## src/rtl/rect_fill_engine.sv

```systemverilog
// rect_fill_engine: rectangle-fill pixel-write generator for the frame buffer.
// Accepts one fill command via cmd_valid/cmd_ready and emits one registered
// frame-buffer write per clock, in raster order, until the rectangle is covered.
// Optional feature: define RECT_FILL_CLIP_EN to clamp the rectangle to the
// visible H_RES x V_RES area. A command lying fully off-screen is then accepted
// with no writes.
module rect_fill_engine #(
    parameter int unsigned H_RES = 320,
    parameter int unsigned V_RES = 240
) (
    input  logic       Clk,
    input  logic       Reset,
    input  logic       cmd_valid,
    output logic       cmd_ready,
    input  logic [9:0] cmd_x0,
    input  logic [9:0] cmd_y0,
    input  logic [9:0] cmd_x1,
    input  logic [9:0] cmd_y1,
    input  logic [3:0] cmd_color,
    output logic [9:0] gpu_x,
    output logic [9:0] gpu_y,
    output logic [3:0] gpu_data,
    output logic       gpu_we,
    output logic       busy,
    output logic       done
);

    localparam logic [0:0] ST_IDLE = 1'b0;
    localparam logic [0:0] ST_FILL = 1'b1;

`ifdef RECT_FILL_CLIP_EN
    localparam bit CLIP_EN = 1'b1;
`else
    localparam bit CLIP_EN = 1'b0;
`endif

    // Last visible column/row; only consulted when clipping is enabled.
    localparam logic [9:0] X_LAST = 10'(H_RES - 1);
    localparam logic [9:0] Y_LAST = 10'(V_RES - 1);

    logic [0:0] state_q, state_d;
    logic [9:0] xmin_q, xmin_d;
    logic [9:0] xmax_q, xmax_d;
    logic [9:0] ymax_q, ymax_d;
    logic [9:0] gpu_x_q, gpu_x_d;
    logic [9:0] gpu_y_q, gpu_y_d;
    logic [3:0] gpu_data_q, gpu_data_d;
    logic       gpu_we_q, gpu_we_d;
    logic       done_q, done_d;

    logic       accept;
    logic [9:0] norm_xmin, norm_xmax, norm_ymin, norm_ymax;
    logic       off_screen;

    assign cmd_ready = (state_q == ST_IDLE);
    assign busy      = (state_q == ST_FILL);
    assign accept    = cmd_valid && cmd_ready;

    assign gpu_x    = gpu_x_q;
    assign gpu_y    = gpu_y_q;
    assign gpu_data = gpu_data_q;
    assign gpu_we   = gpu_we_q;
    assign done     = done_q;

    // Normalise corner order, then optionally clamp to the visible area.
    always_comb begin
        norm_xmin  = (cmd_x0 < cmd_x1) ? cmd_x0 : cmd_x1;
        norm_xmax  = (cmd_x0 < cmd_x1) ? cmd_x1 : cmd_x0;
        norm_ymin  = (cmd_y0 < cmd_y1) ? cmd_y0 : cmd_y1;
        norm_ymax  = (cmd_y0 < cmd_y1) ? cmd_y1 : cmd_y0;
        off_screen = 1'b0;
        if (CLIP_EN) begin
            // Checked on the unclamped minimum: a rectangle starting past the
            // edge has nothing visible to write.
            off_screen = (norm_xmin > X_LAST) || (norm_ymin > Y_LAST);
            if (norm_xmax > X_LAST) begin
                norm_xmax = X_LAST;
            end
            if (norm_ymax > Y_LAST) begin
                norm_ymax = Y_LAST;
            end
        end
    end

    // Next-state: latch the command on accept, then raster-step one pixel per cycle.
    always_comb begin
        state_d    = state_q;
        xmin_d     = xmin_q;
        xmax_d     = xmax_q;
        ymax_d     = ymax_q;
        gpu_x_d    = gpu_x_q;
        gpu_y_d    = gpu_y_q;
        gpu_data_d = gpu_data_q;
        gpu_we_d   = 1'b0;
        done_d     = 1'b0;
        case (state_q)
            ST_IDLE: begin
                if (accept) begin
                    xmin_d = norm_xmin;
                    xmax_d = norm_xmax;
                    ymax_d = norm_ymax;
                    if (off_screen) begin
                        // Nothing to draw: complete immediately, stay in IDLE.
                        done_d = 1'b1;
                    end else begin
                        state_d    = ST_FILL;
                        gpu_x_d    = norm_xmin;
                        gpu_y_d    = norm_ymin;
                        gpu_data_d = cmd_color;
                        gpu_we_d   = 1'b1;
                    end
                end
            end
            ST_FILL: begin
                // Termination is on equality with the maxima, so the
                // counters never need to wrap.
                if (gpu_x_q < xmax_q) begin
                    gpu_x_d  = gpu_x_q + 10'd1;
                    gpu_we_d = 1'b1;
                end else if (gpu_y_q < ymax_q) begin
                    gpu_x_d  = xmin_q;
                    gpu_y_d  = gpu_y_q + 10'd1;
                    gpu_we_d = 1'b1;
                end else begin
                    // Write at (xmax,ymax) was the last; coordinates hold.
                    state_d = ST_IDLE;
                    done_d  = 1'b1;
                end
            end
            default: begin
                state_d = ST_IDLE;
            end
        endcase
    end

    // State and output registers; async reset drops gpu_we and discards any command.
    always_ff @(posedge Clk or posedge Reset) begin
        if (Reset) begin
            state_q    <= ST_IDLE;
            xmin_q     <= 10'd0;
            xmax_q     <= 10'd0;
            ymax_q     <= 10'd0;
            gpu_x_q    <= 10'd0;
            gpu_y_q    <= 10'd0;
            gpu_data_q <= 4'd0;
            gpu_we_q   <= 1'b0;
            done_q     <= 1'b0;
        end else begin
            state_q    <= state_d;
            xmin_q     <= xmin_d;
            xmax_q     <= xmax_d;
            ymax_q     <= ymax_d;
            gpu_x_q    <= gpu_x_d;
            gpu_y_q    <= gpu_y_d;
            gpu_data_q <= gpu_data_d;
            gpu_we_q   <= gpu_we_d;
            done_q     <= done_d;
        end
    end

endmodule

```

## config.mk

```make
export PLATFORM = sky130hd
export DESIGN_NAME = rect_fill_engine
export DESIGN_NICKNAME = d
export VERILOG_FILES = /design/src/rtl/rect_fill_engine.sv
export SDC_FILE = /design/constraint.sdc
export NUM_CORES = 1
export LEC_CHECK = 0
export ABC_AREA = 1
export CAP_MARGIN = 15
export CORE_AREA = 2 2 103 105
export CTS_BUF_LIST = sky130_fd_sc_hd__clkbuf_4 sky130_fd_sc_hd__clkbuf_8
export DETAILED_ROUTE_END_ITERATION = 8
export DIE_AREA = 0 0 105 107
export GPL_ROUTABILITY_DRIVEN = 0
export GPL_TIMING_DRIVEN = 0
export PLACE_DENSITY = 0.76
export SLEW_MARGIN = 15
export SYNTH_ARGS = -nofsm -noshare
export SYNTH_HDL_FRONTEND = slang
export SYNTH_SLANG_ARGS = --single-unit
```

## constraint.sdc

```tcl
create_clock -name Clk -period 2.4 [get_ports Clk]
set_input_delay 0.6 -clock Clk [delete_from_list [all_inputs] [get_ports Clk]]
set_output_delay 0.6 -clock Clk [all_outputs]
set_load 0.005 [all_outputs]
```

# Word level (Yosys, flattened, before mapping)
# Cells that the tools add are included.
totals:
  input_bits: 47
  elab_cells: 42
  regBits: 56
  out_inout_bits: 28
classes:
  n_bitwise: 1
  eq_ne: 4
  n_lt_le_gt_ge: 4
  n_reduce_logical: 4
  muxes: 19
  addsub: 2
ops:
  columns: ["op", "n"]
  rows:
  - ["10-bit 2-to-1 mux", 10]
  - ["10-bit < comparator", 4]
  - ["10-bit case mux with 2 select lines", 2]
  - ["10-bit by 1-bit adder with 10-bit output, second input constant", 2]
  - ["1-bit 2-to-1 mux", 5]
  - ["2-bit by 1-bit inequality test with 1-bit output, second input constant", 2]
  - ["1-bit case mux with 2 select lines", 2]
  - ["2-bit AND reduction", 2]
  - ["3-bit by 1-bit inequality test with 1-bit output, second input constant", 1]
  - ["3-bit AND reduction", 1]
  - ["2-bit inequality test, second input constant", 1]
  - ["1-bit logical AND", 1]
  - ["1-bit NOT", 1]

# Depth between registers and ports, before layout
depth:
  ltp_word: 4
  ltp_mapped: 15
  depth_no_buf: 14

# Least setup slack after synthesis
# Ideal clock, no wire load.
synth_path:
  path_kind: "input to register"
  from: "in cmd_x1[9]"
  to: "reg gpu_x_q[7], in the netlist gpu_x[7]"
  slack_ns: 0.566
  n_path_buf: 1
  required_ns: 2.283
  setup_ns: 0.117
  cell_stages: 10
  arrival_time_ns: 1.717
  path_cell_list: "inv_1 -> ha_1 -> a21o_1 -> nor2_1 -> buf_2 -> nand4_1 -> nand3_1 -> nand2_1 -> nand2_1 -> nand2_1"
synth_between:
  elab_chain_cells: 4
synth_rtl:
  columns: ["element", "line", "source"]
  rows:
  - ["start: declaration", "17", "input logic [9:0] cmd_x1,"]
  - ["10-bit < comparator", "67", "norm_xmin = (cmd_x0 < cmd_x1) ? cmd_x0 : cmd_x1;"]
  - ["10-bit 2-to-1 mux", "67", null]
  - ["10-bit 2-to-1 mux", "98", "if (accept) begin"]
  - ["10-bit case mux with 2 select lines", "96", "case (state_q)"]
  - ["end signal: assignment", "153", "gpu_x_q <= gpu_x_d;"]
  - ["end: declaration", "45", "logic [9:0] gpu_x_q, gpu_x_d;"]
# Every way passes these cells. The select of a mux whose other input is x is not followed.
# A chain may end at the register's enable or synchronous reset.

==> flow_metrics.env <==
export IMPL_vdd_drop_max_v=0.0002157
export IMPL_startpoint="gpu_we$_DFF_PP0_"
export IMPL_routed_wl_um=13140
export IMPL_grt_total_usage=0.2394
export IMPL_seq_area_frac_synth=0.3172
export IMPL_status="complete, no violations"
export IMPL_synth_top_area_cell="dfrtp_1"
export IMPL_synth_nets=740
export IMPL_via_per_inst=5.439
export IMPL_fmax_ghz=0.4295
export IMPL_crit_arrival_ps=1730
export IMPL_rows=37
export IMPL_fin_area_um2=5502
export IMPL_post_dp_cell_area_um2=5356
export IMPL_drc=0
export IMPL_async_flop_share=1.000
export IMPL_synth_top_area_frac=0.3172
export IMPL_slew_headroom=0.5077
export IMPL_p_int_mw=1.351
export IMPL_crit_path_max_fanout=19
export IMPL_fin_skew_ps=8.190
export IMPL_pwr_share_seq=0.509
export IMPL_hold_slack_ps=488.9
export IMPL_crit_chain="clkbuf_2, inv_1, buf_12, clkdlybuf4s50_1"
export IMPL_clkPwrFrac=0.309
export IMPL_htreeDepth=2
export IMPL_cts_buffers_inserted=5
export IMPL_synth_area_per_cell_um2=6.745
export IMPL_preCtsSetupSlack_ps=-296.1
export IMPL_total_leakage_power_nw=2.977
export IMPL_ff_latch_area_um2=1401
export IMPL_netlist_instances=655
export IMPL_start_util=0.4378
export IMPL_cts_tree="built"
export IMPL_p_switching_mw=0.5007
export IMPL_tns_ps=0
export IMPL_drive_gt1_frac=0.07056
export IMPL_grt_start_max_net_pins=34
export IMPL_die_height_um=107
export IMPL_drv_cap=0
export IMPL_required_ps=1800
export IMPL_drtIter0Drc=270
export IMPL_yosysWarnings=0
export IMPL_hpwlAfterDp_um=10310
export IMPL_wl_per_cell_um=15.05
export IMPL_setup_viol_count_final=0
export IMPL_fin_crit_sh=0.9702
export IMPL_ant_nets=0
export IMPL_core_um2=10090
export IMPL_powerDensity_nw_per_um2=336.5
export IMPL_fp_dieW_um=105
export IMPL_end_kind="primary output"
export IMPL_worst_pin_slew_ps=737.4
export IMPL_critical_path_class="reg -> out"
export IMPL_ys_seq_elements=56
export IMPL_combPwrFrac=0.182
export IMPL_io_buffer_count=74
export IMPL_crit_path_start_kind="register"
export IMPL_synth_area_leaders="dfrtp_1 (32%), nand2_1 (16%), ha_1 (11%)"
export IMPL_timing_final_ws_setup_ps=71.61
export IMPL_rrSetupSlack_ps=410
export IMPL_root_buffer="clkbuf_8"
export IMPL_nets=821
export IMPL_vias=4748
export IMPL_diodes=0
export IMPL_antenna_found_initial=0
export IMPL_area_growth_pct=24.53
export IMPL_hold_violations=0
export IMPL_slowest_delay_ps=510
export IMPL_hp_class="reg -> reg"
export IMPL_switching_share=0.2705
export IMPL_ios=75
export IMPL_multiInputGateArea_um2=2467
export IMPL_path_clk_slew_ps=100
export IMPL_drt_pass1_iterations=4
export IMPL_fillers=999
export IMPL_gr_total_overflow=0
export IMPL_cp_slowest_cell="clkdlybuf4s50_1"
export IMPL_post_synth_top_count_cell="nand2_1"
export IMPL_fin_crit_ps=2328
export IMPL_power_mw=1.851
export IMPL_grt_pass1_vias=4613
export IMPL_clock_sinks=56
export IMPL_synthTopCellsByCount="nand2_1 (184), inv_1 (102), nand3_1 (84)"
export IMPL_synth_cell_types=29
export IMPL_min_from="gpu_data[3]$_DFFE_PP0P_"
export IMPL_grt_pass1_wl_um=21600
export IMPL_final_max_slew_viol_count=0
export IMPL_synthFlopType="dfrtp_1"
export IMPL_die_area_um2=11240
export IMPL_synth_area_um2=4418
export IMPL_clock_path_buffers=2
export IMPL_r2r_start="gpu_x[5]$_DFFE_PP0P_"
export IMPL_synth_edf_count=0
export IMPL_cts_setup_buffers=0
export IMPL_insertion_delay_ps=320
[routing by layer]
layer  track usage  share of wire  wire, µm  vias up
li1              -              -         -     2279
met1        0.2896           0.39      5186     2212
met2        0.4221           0.50      6546      214
met3       0.02979          0.063       833       43
met4        0.1152          0.044       573        0
met5             0              0         0        -
[kinds of logic after synthesis]
kind of cell,synth area share
flops,0.3172
xor+xnor,0.003966
simple gates,0.3248
compound gates,0.1172
fa+ha+maj,0.1076
buf+inv,0.1291
[power by group through the flow]
stage                     Sequential, mW  Clock (mW)  Combinational (mW)
after floorplan                    0.961           0               0.170
after global placement             0.962           0               0.296
after detailed placement           0.961           0               0.314
after CTS                          0.943       0.578               0.315
after global routing               0.943       0.612               0.372
final                              0.943       0.573               0.336
[registers in the layout, indices dropped and copies added, names as in the netlist]
| name | cells |
|---|---|
| gpu_x | 10 |
| gpu_y | 10 |
| xmax_q | 10 |
| xmin_q | 10 |
| ymax_q | 10 |
| gpu_data | 4 |
| done | 1 |
| gpu_we | 1 |
[critical path: cells and delay by family (launching register included)]
| family | cells | cell delay, ps |
|---|---|---|
| flip-flops | 1 | 410 |
| buffers and inverters | 4 | 1000 |
[final timing paths]
| path | to | depth (start not counted) |
|---|---|---|
| worst max-delay path | cmd_ready | 4 |
| worst min-delay path | gpu_data[3]$_DFFE_PP0P_ | 2 |
| worst max register to register | gpu_x[9]$_DFFE_PP0P_ | 14 |
| worst min register to register | gpu_data[3]$_DFFE_PP0P_ | 2 |
| max in group asynchronous | gpu_y[8]$_DFFE_PP0P_ | 3 |
| min in group asynchronous | gpu_x[2]$_DFFE_PP0P_ | 2 |
[area by class of cell]
type                    count  share of cell area
clock buffers               8             0.01774
plain buffers              32             0.03821
well taps                 136             0.03093
inverters                 103             0.07028
multi-input cells         463              0.4485
flip-flops and latches     56              0.2547
repair buffers             75              0.1396
[cells in the final DEF, fill, tap and decap left out, drive strengths merged]
master	count
xnor2	1
nand3	85
clkdlybuf4s50	74
a21o	4
xor2	1
nand4	26
inv	103
nand3b	3
clkbuf	15
buf	26
o21ai	57
dfrtp	56
o21bai	2
a21oi	36
o21a	1
or2	1
nand2	186
ha	38
nor2	22
[metrics by stage]
stage	std cells	util
global placement	865	0.5280
global route	873	0.5451
CTS	873	0.5403
detailed placement	866	0.5307
finish	873	0.5451
floorplan	655	-
[what timing repair did]
item	in CTS	in global routing
hold buffers	0	0
pin swaps	0	1
endpoints found under the setup margin	1	30
resized for setup	1	31
No activity file was read; power rests on OpenSTA's default activity.
